$ cat src/rtl/axi_read_arbiter.sv
// Two-requester AXI read arbiter: core (0) and VGA fetcher (1) share one slave read port.
// One burst in flight; round-robin ties with an urgent override for requester 1.
module axi_read_arbiter #(
  parameter int ADDR_WIDTH = 32,
  parameter int DATA_WIDTH = 32,
  parameter int LEN_WIDTH  = 8
) (
  input  logic                  clk,
  input  logic                  reset,

  input  logic                  m0_arvalid,
  input  logic [ADDR_WIDTH-1:0] m0_araddr,
  input  logic [LEN_WIDTH-1:0]  m0_arlen,
  output logic                  m0_arready,
  output logic                  m0_rvalid,
  output logic                  m0_rlast,
  output logic [DATA_WIDTH-1:0] m0_rdata,
  input  logic                  m0_rready,

  input  logic                  m1_arvalid,
  input  logic [ADDR_WIDTH-1:0] m1_araddr,
  input  logic [LEN_WIDTH-1:0]  m1_arlen,
  output logic                  m1_arready,
  output logic                  m1_rvalid,
  output logic                  m1_rlast,
  output logic [DATA_WIDTH-1:0] m1_rdata,
  input  logic                  m1_rready,
  input  logic                  m1_urgent,

  output logic                  s_arvalid,
  output logic [ADDR_WIDTH-1:0] s_araddr,
  output logic [LEN_WIDTH-1:0]  s_arlen,
  input  logic                  s_arready,
  input  logic                  s_rvalid,
  input  logic                  s_rlast,
  input  logic [DATA_WIDTH-1:0] s_rdata,
  output logic                  s_rready,

  output logic                  protocol_error
);

  typedef enum logic [1:0] {
    IDLE = 2'd0,
    ADDR = 2'd1,
    DATA = 2'd2
  } state_e;

  localparam logic [LEN_WIDTH-1:0] LEN_ONE = LEN_WIDTH'(1);

  state_e                state_q, state_d;
  logic                  grant_q, grant_d;
  logic                  last_grant_q, last_grant_d;
  logic [ADDR_WIDTH-1:0] addr_q, addr_d;
  logic [LEN_WIDTH-1:0]  len_q, len_d;
  logic [LEN_WIDTH-1:0]  cnt_q, cnt_d;
  logic                  perr_q, perr_d;

  logic winner;
  logic any_req;
  logic cnt_zero;
  logic sel_rready;
  logic r_hs;

  assign any_req    = m0_arvalid | m1_arvalid;
  assign cnt_zero   = (cnt_q == '0);
  assign sel_rready = grant_q ? m1_rready : m0_rready;
  assign r_hs       = (state_q == DATA) && s_rvalid && sel_rready;

  // Urgent display fetch beats fairness; otherwise ties alternate.
  always_comb begin
    winner = 1'b0;
    if (m1_arvalid && m1_urgent) begin
      winner = 1'b1;
    end else if (m0_arvalid && m1_arvalid) begin
      winner = ~last_grant_q;
    end else begin
      winner = m1_arvalid;
    end
  end

  always_ff @(posedge clk) begin
    if (!reset) begin
      state_q      <= IDLE;
      grant_q      <= 1'b0;
      last_grant_q <= 1'b1;
      addr_q       <= '0;
      len_q        <= '0;
      cnt_q        <= '0;
      perr_q       <= 1'b0;
    end else begin
      state_q      <= state_d;
      grant_q      <= grant_d;
      last_grant_q <= last_grant_d;
      addr_q       <= addr_d;
      len_q        <= len_d;
      cnt_q        <= cnt_d;
      perr_q       <= perr_d;
    end
  end

  always_comb begin
    state_d      = state_q;
    grant_d      = grant_q;
    last_grant_d = last_grant_q;
    addr_d       = addr_q;
    len_d        = len_q;
    cnt_d        = cnt_q;
    perr_d       = perr_q;

    case (state_q)
      IDLE: begin
        if (any_req) begin
          grant_d      = winner;
          last_grant_d = winner;
          addr_d       = winner ? m1_araddr : m0_araddr;
          len_d        = winner ? m1_arlen  : m0_arlen;
          cnt_d        = winner ? m1_arlen  : m0_arlen;
          state_d      = ADDR;
        end
      end
      ADDR: begin
        if (s_arready) begin
          state_d = DATA;
        end
      end
      DATA: begin
        if (r_hs) begin
          // The local beat count is authoritative; a disagreeing s_rlast is only flagged.
          if (s_rlast != cnt_zero) begin
            perr_d = 1'b1;
          end
          if (cnt_zero) begin
            state_d = IDLE;
          end else begin
            cnt_d = cnt_q - LEN_ONE;
          end
        end
      end
      default: begin
        state_d = IDLE;
      end
    endcase
  end

  always_comb begin
    s_arvalid  = 1'b0;
    s_araddr   = addr_q;
    s_arlen    = len_q;
    s_rready   = 1'b0;
    m0_arready = 1'b0;
    m1_arready = 1'b0;
    m0_rvalid  = 1'b0;
    m0_rlast   = 1'b0;
    m0_rdata   = '0;
    m1_rvalid  = 1'b0;
    m1_rlast   = 1'b0;
    m1_rdata   = '0;

    if (state_q == ADDR) begin
      s_arvalid  = 1'b1;
      m0_arready = s_arready & ~grant_q;
      m1_arready = s_arready &  grant_q;
    end

    if (state_q == DATA) begin
      s_rready = sel_rready;
      if (grant_q) begin
        m1_rvalid = s_rvalid;
        m1_rlast  = cnt_zero;
        m1_rdata  = s_rdata;
      end else begin
        m0_rvalid = s_rvalid;
        m0_rlast  = cnt_zero;
        m0_rdata  = s_rdata;
      end
    end
  end

  assign protocol_error = perr_q;

endmodule

$ cat config.mk
export PLATFORM = sky130hd
export DESIGN_NAME = axi_read_arbiter
export DESIGN_NICKNAME = d
export VERILOG_FILES = /design/src/rtl/axi_read_arbiter.sv
export SDC_FILE = /design/constraint.sdc
export NUM_CORES = 1
export LEC_CHECK = 0
export CORE_ASPECT_RATIO = 1.75
export CORE_MARGIN = 5
export CORE_UTILIZATION = 34
export DETAILED_ROUTE_END_ITERATION = 10
export GPL_TIMING_DRIVEN = 0
export PLACE_DENSITY = 0.81
export SLEW_MARGIN = 20
export SYNTH_ARGS = -nofsm -noshare
export SYNTH_HDL_FRONTEND = slang
export SYNTH_SLANG_ARGS = --single-unit
$ cat constraint.sdc
create_clock -name clk -period 1.66 [get_ports clk]
set_input_delay 0.332 -clock clk [delete_from_list [all_inputs] [get_ports clk]]
set_output_delay 0.332 -clock clk [all_outputs]
set_load 0.01 [all_outputs]
After elaboration in Yosys (flattened, before gate mapping)
Index checks and enable logic that the tools add are counted.
{"block": "word_totals", "output_inout_bits": 113, "ff_bits": 53, "in_bits": 122, "elab_cells": 62}
{"block": "op_classes", "n_reduce_logical": 11, "muxes": 30, "n_eq_ne": 8, "bitwise_logic": 5, "add_sub_neg": 1}
{"cell": "$mux 32", "count": 5}
{"cell": "$mux 8", "count": 4}
{"cell": "$pmux 8 s2", "count": 1}
{"cell": "$mux 1", "count": 15}
{"cell": "$ne 2x2->1 const B", "count": 5}
{"cell": "$logic_not 8->1", "count": 1}
{"cell": "$mux 2", "count": 4}
{"cell": "$reduce_and 4->1", "count": 2}
{"cell": "$sub 8x1->8 const B", "count": 1}
{"cell": "$pmux 2 s3", "count": 1}
{"cell": "$logic_and 1x1->1", "count": 4}
{"cell": "$reduce_and 3->1", "count": 1}
{"cell": "$and 1x1->1", "count": 2}
{"cell": "$eq 2x1->1 const B", "count": 1}
{"cell": "$eq 2x2->1 const B", "count": 1}
{"cell": "$logic_not 2->1", "count": 1}
{"cell": "$not 1->1", "count": 2}
{"cell": "$reduce_and 2->1", "count": 1}
{"cell": "$reduce_bool 2->1", "count": 1}
{"cell": "$ne 1x1->1", "count": 1}
{"cell": "$or 1x1->1", "count": 1}

Longest topological paths before layout
Gate-level depths: netlist of run 1.
{"block": "logic_depth", "word_depth": 6, "ltp_mapped": 7, "ltp_nobuf": 6}

Worst setup path after synthesis of run 1
No wires, ideal clock.
{"block": "synth_path", "kind": "register to output", "startpoint": "register state_q[0]", "endpoint": "output port m0_rdata[10]", "setup_slack_ps": 69, "n_path_buf": 2, "stages_incl_launch_ff": 6, "t_required_ps": 1328, "arrival_time_ps": 1259, "cell_sequence": "dfxtp_1 > nand2b_1 > clkbuf_1 > nor2_1 > clkbuf_1 > and2_1"}
{"block": "synth_between", "elab_chain_len": 2}
{"item": "from (decl)", "line_no": "50", "text": "state_e state_q, state_d;"}
{"item": "from (signal assigned)", "line_no": "91", "text": "state_q <= state_d;"}
{"item": "$eq 2x2->1", "line_no": "165", "text": "if (state_q == DATA) begin"}
{"item": "$mux 32", "line_no": "165"}
{"item": "to (decl)", "line_no": "17", "text": "output logic [DATA_WIDTH-1:0] m0_rdata,"}
No other way between the ends.

Final worst setup path of run 1
{"block": "layout_path", "startpoint": "register state_q[0]", "endpoint": "output port m0_rdata[3]"}
The elaborated chain is that of the path after synthesis.

==> results of run 1 <==
[metrics by stage]
step	instances	setup TNS, ns	hold WS [ns]	util	total power, uW
4_1_cts	792	-9.20	0.457	0.693	4500
3_5_place_dp	754	-62.70	0.482	0.618	3030
2_1_floorplan	402	0	0.452	-	2210
3_3_place_gp	754	-60.21	0.474	0.618	3000
5_1_grt	799	-14.36	0.492	0.739	4870
6_report	799	-10.63	0.472	0.739	4680
[cells in the final DEF (no fill, tap or decap), types with 3 or more instances in the layout]
| cell type | count |
|---|---|
| nor3_4 | 3 |
| buf_4 | 22 |
| nand2_1 | 40 |
| o21ai_1 | 6 |
| clkbuf_4 | 6 |
| and3_4 | 26 |
| clkdlybuf4s50_1 | 156 |
| and3_1 | 9 |
| buf_2 | 14 |
| clkbuf_1 | 8 |
| o21a_1 | 3 |
| buf_6 | 74 |
| buf_8 | 14 |
| dfxtp_2 | 7 |
| a311oi_1 | 27 |
| and2_1 | 4 |
| a21oi_1 | 13 |
| clkbuf_16 | 6 |
| clkbuf_8 | 4 |
| dfxtp_4 | 3 |
| clkbuf_2 | 5 |
| nor2_2 | 3 |
| nand3_1 | 38 |
| dfxtp_1 | 43 |
| o21ai_0 | 12 |
| nor2_1 | 42 |
| and2_4 | 31 |
| a31oi_1 | 6 |
| dlygate4sd2_1 | 4 |
| mux2i_1 | 3 |
| a311oi_2 | 5 |
[layout make-up]
cell class | instances | area share
plain buffers | 36 | 0.0488
clock buffers | 7 | 0.0215
clock inverters | 1 | 0.00453
inverters | 4 | 0.00226
multi-input cells | 305 | 0.324
flip-flops and latches | 53 | 0.163
well taps | 120 | 0.0226
repair buffers | 273 | 0.413
[layer usage]
layer  part of all wire  up-vias
met1               0.34     2120
li1                   -     1984
met5             0.0010        -
met3              0.095       62
met4              0.050        2
met2               0.52      290
[synth_stat cells (2+ instances only)]
cell type / count
dfxtp_1: 53
mux2_2: 2
nand2_1: 40
mux2i_1: 5
o21ai_1: 4
ha_1: 2
buf_6: 2
nand3b_1: 2
and3_1: 35
clkbuf_1: 26
a211oi_1: 4
xor2_1: 2
nor2_1: 47
a31oi_1: 6
o21a_1: 3
nor3_1: 4
a21oi_1: 13
buf_2: 10
o21ai_0: 14
nand3_1: 38
and2_1: 34
inv_1: 3
a311oi_1: 32
[sequential cells by signal, summed over array words and instances, names as in the netlist]
name / cells
s_araddr: 32
cnt_q: 8
s_arlen: 8
state_q: 2
grant_q: 1
last_grant_q: 1
protocol_error: 1
[worst min path at each step]
stage / from / endpoint / slack (ns) / depth (start not counted)
finish: reset / cnt_q[0] / 0.47 / 2
global route: cnt_q[1] / cnt_q[1] / 0.49 / 2
CTS: reset / cnt_q[0] / 0.46 / 2
detailed placement: cnt_q[1] / cnt_q[1] / 0.48 / 2
global placement: cnt_q[1] / cnt_q[1] / 0.47 / 2
floorplan: s_arready / state_q[0] / 0.45 / 1
[kinds of logic after synthesis]
group | after synthesis | share of synthesized area
buffers and inverters | 44 | 0.0639
AO/OA/AOI/OAI | 81 | 0.192
multiplexers | 8 | 0.0285
XOR/XNOR | 3 | 0.00855
AND/OR/NAND/NOR | 211 | 0.354
flip-flops | 53 | 0.345
adder cells (fa/ha/maj) | 2 | 0.00814
[power breakdown]
part | internal, uW | switching, uW
combinational | 1040 | 864
sequential | 1430 | 109
clock | 755 | 484
total | 3230 | 1460
[timing repair]
action                     in CTS  in global routing
pin swaps                      39                 22
hold endpoints to repair        0                  0
buffers inserted               26                  9
gates cloned                    6                  2
gates resized for setup       446                 98
setup endpoints to repair     113                118
hold buffers                    0                  0
==> metrics.txt, run 1 <==
Clock transition at path regs=around 0.070 ns; Net count, final=~800; ANT cells=0; placed standard-cell area=between 5000 and 6000 um2; final-report hold violation count=0; die footprint=approximately 11,000 um2; Slew Limit Fails=0; layout cell share with drive strength beyond 1=0.359; MaxCap Viol Count=0; initial antenna violation count=1; Syn Area/Cell=about 7.6 um2; Crit path max-delay family=simple AND/OR/NAND/NOR gates; buffer and inverter count on the worst path=3; clock latency on the worst-skew pair=0.29 ns; Vias=4,458; core area=roughly 9000 um2; synthesized instance count=about 400; Yosys top cell area share=0.345; Worst VDD drop=a little under 0.0006 V; FF-to-FF End=cnt_q[1]; CTS Root Cell=clkbuf_16; Hold Crit Class=primary input to flip-flop; Warnings, synthesis=0; GRT met1 Usage=0.278; critical path's most frequent cell=buf_6; reg-to-reg slack, setup=-0.06 ns; Detailed Route WL=between 15,000 and 20,000 um; TritonCTS buffer count=5; Syn-to-layout area delta=116%; Die W=a little over 80 um; Post-synth ARST share=0; PwrDens=around 700 nW/um2; via count of the first global-routing pass=about 4,700; failing checks=setup timing; CP Data Required Time=around 1.3 ns; Routed WL per cell=approximately 22 um; critical path class=flip-flop to output port; critical path arrival=1.56 ns; gpl congestion=roughly 0.90; GRT Residual Overflow=0; Setup WS post-layout=-0.232 ns; first-pass GRT wire length=approximately 24,000 um; Fmax achieved=528 MHz; max incr delay on CP=approximately 0.37 ns; DRC errors left=0; Static Leak=about 0.0028 uW; CP startpoint kind=flip-flop; Top FF cell, synth=dfxtp_1; Die Y=~140 um; R2R depth=8; Initial Utilization=0.342; Buffers on Ports=about 230; Top Ports=about 240; row cnt=46; register bit count reported by yosys=53; GRT Resource Usage Total=0.278; Routed Antenna Nets=0; Worst path slowest cell=dfxtp_4; layer with the highest usage=met2; Initial DRC Count=between 150 and 200; Worst Setup EP=m0_rdata[3]; clock sink count=53; worst-margin pin slew=0.607 ns; fin area=between 6000 and 7000 um2; fin crit share=1.14; pre-CTS WS=-0.870 ns; Reg2Reg Launch Point=state_q[0]; GR Util met2=0.503; crit-path max FO=7; sequential share of the synthesized area=0.345; Vias/cell=5.58; drt pass-1 iters=5; Slew Limit Headroom=0.596; H-tree levels=2; Yosys top cell by area=dfxtp_1; largest net degree at the start of global routing=16; final setup vio count=between 80 and 90; CTS Buffer Depth=2; Post-synth EDFFs=0; area of the multi-input gates=2150 um2; count of cell types in the netlist=44; final worst clock skew=between 0.005 and 0.006 ns; top post-synthesis cells by area=dfxtp_1, a311oi_1, and3_1; syn_nets=~530; TritonCTS clock tree=yes; status=finished with violations; cells along the critical path=nand2b_4 -> nor2_4 -> buf_6 -> buf_8 -> and2_4 -> buf_6; Synth Cell Area=~3000 um2; Post-DP HPWL=around 12,000 um; cell count along the critical path=6; minimum clock period=between 1.5 and 2 ns; register area=around 1100 um2; CP startpoint=state_q[0]; met3 usage=0.0859; Critical Path End Type=output port; unrepaired setup endpoints after global routing=yes; Filler Cell Count=666
Power figures use the tool's default switching activity.
==> run 2: changes to the inputs <==
--- a/config.mk
+++ b/config.mk
@@ -11,7 +11,7 @@
 export DETAILED_ROUTE_END_ITERATION = 10
 export GPL_TIMING_DRIVEN = 0
 export PLACE_DENSITY = 0.81
-export SLEW_MARGIN = 20
+export SLEW_MARGIN = 15
 export SYNTH_ARGS = -nofsm -noshare
 export SYNTH_HDL_FRONTEND = slang
 export SYNTH_SLANG_ARGS = --single-unit
==> results of run 2 <==
Final layout, timing and power as in run 1 (identical DEF).
==> variant 1: new RTL, config.mk and constraints of run 2 <==
Re-encode `state_e` (3 states) as one-hot, 3 bits wide.
--- a/src/rtl/axi_read_arbiter.sv
+++ b/src/rtl/axi_read_arbiter.sv
@@ -39,10 +39,10 @@
   output logic                  protocol_error
 );
 
-  typedef enum logic [1:0] {
-    IDLE = 2'd0,
-    ADDR = 2'd1,
-    DATA = 2'd2
+  typedef enum logic [2:0] {
+    IDLE = 3'b001,
+    ADDR = 3'b010,
+    DATA = 3'b100
   } state_e;
 
   localparam logic [LEN_WIDTH-1:0] LEN_ONE = LEN_WIDTH'(1);
Function: no difference found for any inputs over 10 cycles, from zero or initial values and one cycle with reset low; not proved beyond that.
==> variant 1 against run 2 <==
  * The flow still finishes with violations (negative setup slack)
  * Clock skew is 1.0 ps lower
  * Die area is 1.0% higher
  * Final area is 6.6% higher
  * Wire length is 1.8% lower
  * Critical path depth stayed put
  * Setup slack worse by 170 ps
  * Sequential cell count is 1 higher
  * Area after synthesis is 1.1% higher
  * Power is 1.6% lower
  * Largest power group unchanged
==> variant 1: results (changes against run 2) <==
----------------------------------------------------
[Outcome]
  Run status ... finished with violations
  Violations in the final reports ... negative setup slack

[Global route]
  Largest net degree at the start of global routing ... 15 (-1)
  Total GRT Usage ... 0.2712 (-0.007310)
  GR Layer Usage met1 ... 0.2626 (-0.01550)
  Wire length of the first global-routing pass ... 23280 um (-1.4%)
  Global Route met3 Usage ... 0.08886 (+0.002974)

[Worst setup path]
  Crit path largest cell delay ... 420 ps (+50 ps)
  FF-to-FF path depth ... 7 (-1)
  RR Endpoint ... cnt_q[7]
  Data arrival time of the worst path ... 1730 ps (+170 ps)
  Reg2Reg Setup Slack ... -220 ps (-160 ps)
  Setup crit end ... m0_rdata[2]
  Maximum fanout along the worst path ... 5 (-2)
  Worst reg2reg startpoint ... state_q[2]

[Placement]
  Setup WS pre-CTS ... -833.6 ps (+36.48 ps)
  Placed inst area ... 0.005604 mm^2 (+1.1%)
  HPWL after detailed placement ... 11770 um (-0.92%)
  Gp weighted congestion ... 0.9170 (+2.0%)
  Port bufs ... 233 (+0.43%)

[Timing]
  Minimum hold slack ... 455.1 ps (-17.19 ps)
  Final setup viols ... 80 (-10%)
  Worst Tran Pin Value ... 865.7 ps (+259.1 ps)
  Smallest setup slack after layout ... -402.3 ps (-169.9 ps)

[Finish]
  Fraction of final layout cells sized beyond drive strength 1 ... 0.3745 (+0.01512)
  Final #Nets ... 829 (+3.4%)

[Power and ir drop]
  Static leakage power ... 2.967 nW (+5.8%)
  Peak VDD IR ... 0.0004707 V (-20%)

[Detailed routing]
  Sum of met3 wire segment lengths after detailed routing ... 1669 um (+1.1%)
  Detailed-routing iteration count for the pre-antenna-repair pass ... 4 (-1)
  Overall routed net length ... 17030 um (-1.8%)
  Top layer reached by signal wires ... met4
  Detail Route met2 WL ... 9135 um (+1.7%)
  Per-cell via count in the routed design ... 5.432 (-2.6%)
  Detailed-route via count ... 4492 (+0.76%)
  Wl on met1 ... 5503 um (-5.5%)
  Violation count after the first detailed-routing iteration ... 182 (+14%)

[Logic synthesis]
  Post-synthesis sequential area ratio ... 0.3478 (+0.002549)
  Top post-synthesis cells by area ... dfxtp_1 35%, a311oi_1 9.0%, and2_1 7.0%
  Multiplexer share of the synthesized area ... 0.03100 (+0.002497)
  Post-Syn Instances ... 409 (+1.7%)
  Unique masters post-synth ... 43 (-2.3%)
  Complex-gate fraction of the synthesized area ... 0.1872 (-0.004577)

[Worst hold path]
  Hold endpoint ... s_araddr[24]
  Number of instances on the worst hold path ... 3 (+1)
  Startpoint of the worst hold path ... m1_arvalid

[Clock tree]
  Number of buffers inserted to repair setup after CTS ... 30 (+15%)

----------------------------------------------------
==> variant 1: cell count changes in the layout (fill, tap and decap cells not counted), moves of 5 or more <==
| cell | delta |
|---|---|
| dfxtp_1 | +7 |
| o21ai_0 | -11 |
| nand2_1 | +7 |
| dfxtp_2 | -5 |
| and2_1 | +10 |
| buf_2 | +6 |
| buf_6 | +8 |
| clkbuf_16 | +8 |
| and2_4 | -10 |
==> variant 1: area by class of cell <==
cell class	instances	area (um^2)
timing repair buffer	292	3049
fill	597	1906
antenna	2	5.005
inverter	4	15.01
buffer	36	372.9
sequential	54	1091
multi-input combinational	312	2257
clock buffer	7	132.6
tap	120	150.1
==> variant 1: where the power goes <==
| part | switching (mW) | total (mW) | internal, mW |
|---|---|---|---|
| registers | 0.115 | 1.59 | 1.47 |
| clock network | 0.479 | 1.03 | 0.554 |
| logic | 0.889 | 1.99 | 1.10 |
==> variant 2: new RTL, flow settings as in run 2 <==
Without the edit above. `ADDR_WIDTH`: 32 -> 28.
--- a/src/rtl/axi_read_arbiter.sv
+++ b/src/rtl/axi_read_arbiter.sv
@@ -1,7 +1,7 @@
 // Two-requester AXI read arbiter: core (0) and VGA fetcher (1) share one slave read port.
 // One burst in flight; round-robin ties with an urgent override for requester 1.
 module axi_read_arbiter #(
-  parameter int ADDR_WIDTH = 32,
+  parameter int ADDR_WIDTH = 28,
   parameter int DATA_WIDTH = 32,
   parameter int LEN_WIDTH  = 8
 ) (
Interface: changed (resized m0_araddr, m1_araddr and s_araddr); port bits go from 235 to 223. No check against the original RTL was run, so the function may have changed too.
==> variant 2 against run 2 <==
  * The run still ends with negative setup slack left
  * Sequential cell count decreased by 4
  * Area after synthesis decreased by 6.3%
  * Power decreased by 12%
  * Setup slack got worse by 0.64 ps
  * Sequential share of layout area about the same
  * Final area decreased by 8.6%
  * Sequential power decreased by 7%
  * Wire length decreased by 12%
  * Critical endpoint is now m1_rdata[19]
==> variant 2: results (changes against run 2) <==
----------------------------------------------------
[Placement]
  Port bufs ... 220 (-5.2%)
  Setup WS pre-CTS ... -866.5 ps (+3.559 ps)
  Gp weighted congestion ... 0.9223 (+2.6%)
  Placed inst area ... 0.005225 mm^2 (-5.8%)

[Finish]
  Final #Nets ... 752 (-6.2%)
  Flip-flop count of the largest register after layout ... 28 (-13%)
  Non-clock buffers ... 287 (-7.1%)
  Number of filler cells placed in the layout ... 597 (-10%)
  Fraction of final layout cells sized beyond drive strength 1 ... 0.3412 (-0.01816)
  Fraction of standard cell area in multi-input logic ... 0.3317 (+0.007655)
  Non-clock buffers, area share ... 0.4554 (-0.006644)
  Total area of multi-input combinational cells ... 0.002012 mm^2 (-6.4%)
  Clock distribution area overhead in the final layout ... 0.02351 (-0.002513)

[Global route]
  Wire length of the first global-routing pass ... 20890 um (-12%)
  Vias in the first global route ... 3974 (-15%)
  Total GRT Usage ... 0.2521 (-0.02635)
  Largest net degree at the start of global routing ... 14 (-2)

[Power and ir drop]
  Proportion of power drawn by the clock network ... 0.244 (-0.021)
  Static leakage power ... 2.656 nW (-5.3%)
  Power in sequential cells ... 1.43 mW (-7%)
  Peak VDD IR ... 0.0006069 V (+3.1%)
  Switching power share of the total ... 0.3161 (+0.004866)

[Clock tree]
  TritonCTS Sinks ... 49 (-7.5%)

[Worst setup path]
  FF-to-FF path depth ... 9 (+1)
  Reg2Reg Setup Slack ... -120 ps (-60 ps)
  RR Endpoint ... cnt_q[7]
  Maximum fanout along the worst path ... 10 (+3)
  Highest-delay cell along the critical path ... dfxtp_2

[Timing]
  Final setup viols ... 77 (-13%)
  Smallest setup slack after layout ... -233.1 ps (-0.6380 ps)
  Minimum hold slack ... 392.1 ps (-80.17 ps)

[Logic synthesis]
  Post-synthesis sequential area ratio ... 0.3407 (-0.004555)
  Netlist area before placement ... 0.002879 mm^2 (-6.3%)
  Top post-synthesis cells by area ... dfxtp_1 34%, a311oi_1 8.5%, and3_1 7.8%

[Detailed routing]
  Violation count after the first detailed-routing iteration ... 286 (+79%)
  Overall routed net length ... 15220 um (-12%)
  Sum of met3 wire segment lengths after detailed routing ... 1269 um (-23%)

[Outcome]
  Run status ... finished with violations
  Violations in the final reports ... negative setup slack

----------------------------------------------------
-- variant 2: cell types whose count changed after synthesis, sizes merged, moves of 4 or more --
cell	delta
a31oi	-5
nand3	-5
a311oi	-4
clkbuf	-4
dfxtp	-4
nor2	-4
-- variant 2: how the worst max path moves through the flow --
| stage | startpoint | endpoint | slack, ps | depth (start not counted) |
|---|---|---|---|---|
| 3_5_place_dp | state_q[0] | m0_rdata[8] | -870 | 6 |
| 3_3_place_gp | state_q[0] | m0_rdata[10] | -830 | 6 |
| 2_1_floorplan | state_q[0] | m0_rdata[10] | 70 | 5 |
| 5_1_grt | state_q[0] | m1_rdata[26] | -270 | 7 |
| 4_1_cts | state_q[0] | m0_rdata[5] | -260 | 7 |
| 6_report | state_q[0] | m1_rdata[19] | -230 | 7 |
-- variant 2: per-layer routing --
layer  global-route usage  up-vias
met5                    0        -
met4               0.1262        2
met3              0.05882       65
met2               0.4874      244
met1               0.2348     1914
li1                     -     1863
-- variant 2: worst max-delay path, delay by kind of cell, from the launching register on --
kind,cells,cell delay [ps]
buf+inv,5,640
simple gates,2,280
flops,1,340
-- variant 2: through the flow --
stage                     setup TNS (ps)  cells
final                             -11080    751
after global routing              -15290    751
after CTS                         -11450    740
after detailed placement          -63680    712
after global placement            -60250    712
after floorplan                        0    377
-- variant 2: logic make-up after synthesis --
group                    after synthesis  share of synthesized area
AND/OR/NAND/NOR                      199                     0.3616
adder cells (fa/ha/maj)                2                   0.008690
AO/OA/AOI/OAI                         75                     0.1869
buffers and inverters                 40                    0.06041
XOR/XNOR                               3                   0.009128
flip-flops                            49                     0.3407
multiplexers                           9                    0.03259
-- variant 2: repair_timing --
action,CTS,global route
endpoints found under the setup margin,113,115
resized for setup,392,95
pin swaps,31,14
buffers inserted,18,10
cloned,4,2
